**src/rtl/uart_transmitter.sv**
```systemverilog
// -----------------------------------------------------------------------------
// uart_transmitter
//
// Serialises bytes handed over by the CPU's memory-mapped UART path onto
// FPGA_SERIAL_TX as 8N1 frames: one start bit (0), eight data bits LSB
// first, then one stop bit (1). Bit timing comes from a baud counter that
// runs off the system clock.
//
// Optional feature: define UART_TX_PARITY_EN to insert an even-parity bit
// between the last data bit and the stop bit. Each frame is then 11 bit
// periods long.
//
// Parameters:
//   CLOCK_FREQ     system clock frequency in Hz
//   BAUD_RATE      line rate in bits/s
//                  (CYCLES_PER_BIT = CLOCK_FREQ / BAUD_RATE, must be >= 2)
//
// Ports:
//   clk            system clock, all state changes on the rising edge
//   rst            asynchronous, active-high reset
//   data_in        byte to transmit
//   data_in_valid  data_in holds a byte to send
//   data_in_ready  transmitter can accept a byte this cycle (state is IDLE)
//   serial_out     registered line output, idles high
//   busy           a frame is in progress
// -----------------------------------------------------------------------------
`timescale 1ns/1ps

module uart_transmitter #(
    parameter int CLOCK_FREQ = 33_000_000,
    parameter int BAUD_RATE  = 115_200
) (
    input  logic       clk,
    input  logic       rst,
    input  logic [7:0] data_in,
    input  logic       data_in_valid,
    output logic       data_in_ready,
    output logic       serial_out,
    output logic       busy
);

    localparam int CYCLES_PER_BIT = CLOCK_FREQ / BAUD_RATE;
    localparam int CNT_W = (CYCLES_PER_BIT > 2) ? $clog2(CYCLES_PER_BIT) : 1;
    localparam logic [CNT_W-1:0] CNT_LAST = CNT_W'(CYCLES_PER_BIT - 1);

    // A bit period shorter than two clocks cannot be timed by this counter.
    if (CYCLES_PER_BIT < 2) begin : g_bad_bit_period
        $error("uart_transmitter: CYCLES_PER_BIT (CLOCK_FREQ / BAUD_RATE) must be at least 2");
    end

`ifdef UART_TX_PARITY_EN
    typedef enum logic [2:0] {IDLE, START, DATA, PARITY, STOP} state_t;
`else
    typedef enum logic [1:0] {IDLE, START, DATA, STOP} state_t;
`endif

    state_t           state;
    state_t           next_state;
    logic [CNT_W-1:0] cnt;
    logic [CNT_W-1:0] next_cnt;
    logic [2:0]       bit_idx;
    logic [2:0]       next_bit_idx;
    logic [7:0]       shift;
    logic [7:0]       next_shift;
    logic             next_serial;
    logic             cnt_done;
`ifdef UART_TX_PARITY_EN
    logic             parity_bit;
    logic             next_parity;
`endif

    assign cnt_done      = (cnt == CNT_LAST);
    assign data_in_ready = (state == IDLE);
    assign busy          = (state != IDLE);

    // Next-state logic. The line level is derived from the *next* state and
    // shift contents so that serial_out can be a flop and still change on
    // the same edge as the state (start bit visible right after accept).
    always_comb begin
        next_state   = state;
        next_cnt     = cnt;
        next_bit_idx = bit_idx;
        next_shift   = shift;
`ifdef UART_TX_PARITY_EN
        next_parity  = parity_bit;
`endif

        case (state)
            IDLE: begin
                if (data_in_valid) begin
                    next_state   = START;
                    next_cnt     = '0;
                    next_bit_idx = '0;
                    next_shift   = data_in;
`ifdef UART_TX_PARITY_EN
                    next_parity  = ^data_in;
`endif
                end
            end

            START: begin
                if (cnt_done) begin
                    next_state = DATA;
                    next_cnt   = '0;
                end else begin
                    next_cnt = cnt + 1'b1;
                end
            end

            // The shift register always presents the current data bit at
            // bit 0; it shifts right at the end of each data bit period.
            DATA: begin
                if (cnt_done) begin
                    next_cnt   = '0;
                    next_shift = {1'b0, shift[7:1]};
                    if (bit_idx == 3'd7) begin
                        next_bit_idx = '0;
`ifdef UART_TX_PARITY_EN
                        next_state   = PARITY;
`else
                        next_state   = STOP;
`endif
                    end else begin
                        next_bit_idx = bit_idx + 3'd1;
                    end
                end else begin
                    next_cnt = cnt + 1'b1;
                end
            end

`ifdef UART_TX_PARITY_EN
            PARITY: begin
                if (cnt_done) begin
                    next_state = STOP;
                    next_cnt   = '0;
                end else begin
                    next_cnt = cnt + 1'b1;
                end
            end
`endif

            STOP: begin
                if (cnt_done) begin
                    next_state = IDLE;
                    next_cnt   = '0;
                end else begin
                    next_cnt = cnt + 1'b1;
                end
            end

            default: begin
                next_state = IDLE;
                next_cnt   = '0;
            end
        endcase

        next_serial = 1'b1;
        case (next_state)
            START:   next_serial = 1'b0;
            DATA:    next_serial = next_shift[0];
`ifdef UART_TX_PARITY_EN
            PARITY:  next_serial = next_parity;
`endif
            default: next_serial = 1'b1;
        endcase
    end

    // State register; reset drives the line back to idle-high immediately.
    always_ff @(posedge clk or posedge rst) begin
        if (rst) begin
            state      <= IDLE;
            cnt        <= '0;
            bit_idx    <= '0;
            shift      <= '0;
            serial_out <= 1'b1;
`ifdef UART_TX_PARITY_EN
            parity_bit <= 1'b0;
`endif
        end else begin
            state      <= next_state;
            cnt        <= next_cnt;
            bit_idx    <= next_bit_idx;
            shift      <= next_shift;
            serial_out <= next_serial;
`ifdef UART_TX_PARITY_EN
            parity_bit <= next_parity;
`endif
        end
    end

endmodule

```
**config.mk**
```make
export PLATFORM = sky130hd
export DESIGN_NAME = uart_transmitter
export DESIGN_NICKNAME = d
export VERILOG_FILES = /design/src/rtl/uart_transmitter.sv
export SDC_FILE = /design/constraint.sdc
export NUM_CORES = 1
export LEC_CHECK = 0
export CORE_MARGIN = 4
export CORE_UTILIZATION = 60
export CTS_CLUSTER_DIAMETER = 80
export DETAILED_ROUTE_END_ITERATION = 8
export DONT_BUFFER_PORTS = 1
export PLACE_DENSITY = 0.76
export SYNTH_ARGS = -nofsm -noshare
export SYNTH_HDL_FRONTEND = slang
export SYNTH_SLANG_ARGS = --single-unit
```
**constraint.sdc**
```tcl
create_clock -name clk -period 3.7 [get_ports clk]
set_input_delay 0.925 -clock clk [delete_from_list [all_inputs] [get_ports clk]]
set_output_delay 0.925 -clock clk [all_outputs]
set_load 0.02 [all_outputs]
```
==> results by group <==
Clocking
  • # hold bufs at CTS: 0
  • Htree depth: 1
  • CTS Sinks: 23
  • CTS Buf Count: 3
  • # Post-CTS Setup Buffers: 0
  • Worst skew pair latency: 0.31 ns
  • Worst-path clk slew: 0.12 ns
  • CTS tree: yes
  • Post-CTS resize count: 0
  • Root buf cell: clkbuf_4
  • Worst-case clock buffer depth: 2

Cells and area
  • Area of the multi-input gates: 542 um^2
  • NumNets Final: 140
  • Layout Area Growth over Synthesis: 0.947%
  • Fill count: 155
  • Final Util: 66.6%
  • Layout cells sized above 1: 5.65%
  • Fin area: 0.00120 mm^2
  • Count of antenna diodes in the layout: 0
  • Sequential Area: 577 um^2

Synthesis
  • Area share of the leading cell type in the synthesized netlist: 46.3%
  • Synth cell types: 33
  • Syn Inst Count: 126
  • Register area share after synthesis: 48.5%
  • Top_reg_cell synth: dfrtp_1
  • Warnings, synthesis: 0
  • Cell Area, Synth: 0.00119 mm^2
  • Syn Nets: 141
  • Yosys reg bits: 23
  • Largest cells by area after synthesis: dfrtp_1, nand2_1, o21ai_0
  • Post-synthesis average cell area: 9.43 um^2
  • FFs w/ async S/R, synth: 100%
  • Yosys top cell by area: dfrtp_1
  • Number of enable flip-flop cells after synthesis: 0

Floorplan
  • Core area: 0.00180 mm^2
  • IO Count: 14
  • Row Count: 15
  • Die Ht: 52.5 um
  • Die area: 0.00276 mm^2
  • Die X: 52.5 um
  • Starting Density: 66.0%

Critical path
  • Worst setup EP type: primary output
  • Critical-path top delay cell: nor2_1
  • WP data arrival: 1.66 ns
  • CP Class: flip-flop to primary output
  • Critical Path Max Stage Delay: 0.55 ns
  • CP Max Fanout: 9
  • Delay-heaviest family, CP: simple AND/OR/NAND/NOR gates
  • CP startpoint kind: flip-flop
  • Buf+Inv Stages, Crit Path: 1
  • CP Cell Sequence: nor2_1 > inv_1
  • CP required: 2.77 ns

Timing
  • Period utilization: 69.9%
  • Worst rel slew slack: 30.1%
  • Final Max Tran Viols: 0
  • Worst-margin pin slew: 1.04 ns
  • Unrepaired setup endpoints after global routing: false
  • Total negative slack: 0 ns
  • Max Clk Rate: 387 MHz
  • Final setup vio count: 0
  • Layout Skew: 0.00281 ns
  • Period minus WS final: 2.59 ns
  • Final hold vios: 0

Pwr
  • Power density of the placed cells: 323 mW/mm^2
  • Pwr Total: 0.387 mW
  • Peak supply drop: 225 uV
  • Leak Pwr: 0.539 nW

Min path
  • HP Class: flip-flop to flip-flop

Global route
  • Overflow after GRT: 0
  • First-pass GRT wire length: 3.66 mm
  • Total GRT Usage: 17.7%
  • Initial antenna violation count: 0
  • Vias in the first global route: 850
  • Largest net degree at the start of global routing: 24

Drt
  • Drt pass-1 iters: 4
  • Total number of vias: 886
  • Metal3 WL: 122 um
  • Top routing layer used: met4
  • Avg WL per Cell: 14.1 um
  • DRC violations left: 0
  • DRT met1 WL: 1.03 mm
  • Vias per Instance: 5.95
  • Metal2 WL: 917 um
  • Post-DRT Antenna Nets: 0
  • DRT iter0 DRCs: 32
  • DRT Wirelength: 2.10 mm

Job
  • Number of max-cap violations: 0

Place
  • Final HPWL DP: 1.53 mm
  • DP Area: 0.00117 mm^2
  • IO buf count: 0
  • GP Congestion: 0.823

Status
  • Status: complete, no violations
per-layer routing:
layer  track usage, %  vias to the layer above
met1             24.7                      418
met3             3.70                        4
met2             27.5                       25
met5                0                        -
li1                 -                      439
met4             5.11                        0
state kept, by name, summed over array words and instances, names as in the netlist:
register,flops
state,2
cnt,9
shift,8
serial_out,1
bit_idx,3
cell families after synthesis:
group / share of synthesized area (%)
simple gates: 21.2
compound gates: 17.3
flops: 48.5
buf+inv: 5.89
xor+xnor: 2.95
fa+ha+maj: 4.21
tightest hold or removal path: cells and delay by family (launching register included):
family / cells / cell delay, ns
flip-flops: 1 / 0.36
AND/OR/NAND/NOR: 2 / 0.11
synthesized netlist by cell type, drive strengths merged (3+ instances only):
cell type / count
inv: 6
o21ai: 11
a22oi: 6
xnor2: 3
a22o: 3
nand3: 5
buf: 5
nor3: 5
ha: 4
dfrtp: 22
nand2: 28
nor2: 5
cell type report:
cell class	instances	share of cell area (%)
Inverter	6	1.88
Tap cell	25	2.61
Clock buffer	3	1.88
Clock inverter	1	0.417
Sequential cell	23	48.1
Multi-Input combinational cell	91	45.2
worst paths after layout:
kind,startpoint,end,slack (ns),depth (start not counted)
max,state[1]$_DFF_PP0_,busy,1.11,2
min,shift[3]$_DFFE_PP0P_,shift[3]$_DFFE_PP0P_,0.49,2
min in group asynchronous,rst,cnt[2]$_DFFE_PP0P_,0.65,1
min reg2reg,shift[3]$_DFFE_PP0P_,shift[3]$_DFFE_PP0P_,0.49,2
max reg2reg,cnt[0]$_DFFE_PP0P_,serial_out$_DFF_PP1_,1.41,5
max in group asynchronous,rst,bit_idx[0]$_DFFE_PP0P_,2.55,1
layout by cell type, fill, tap and decap left out, drive strengths merged, types with 2 or more instances in the layout:
cell type / instances
dfrtp: 22
a22oi: 6
nor3: 5
a31oi: 2
o21ai: 11
nor2: 5
o22ai: 2
nand2: 28
xnor2: 3
nand3: 5
a21oi: 2
inv: 6
a22o: 3
clkbuf: 3
ha: 4
report_power, final:
part / switching (mW) / internal (mW)
logic: 0.00838 / 0.00430
clock network: 0.0731 / 0.0404
registers: 0.00358 / 0.257
total: 0.0850 / 0.302
per-stage QoR:
| stage | hold slack, ns | worst slack, ns | cells |
|---|---|---|---|
| after global placement | 0.464 | 1.36 | 145 |
| after global routing | 0.523 | 1.03 | 149 |
| after detailed placement | 0.464 | 1.28 | 145 |
| final | 0.494 | 1.11 | 149 |
| after CTS | 0.494 | 1.10 | 149 |
| after floorplan | 0.446 | 1.57 | 126 |
(Power assumes the default switching activity.)
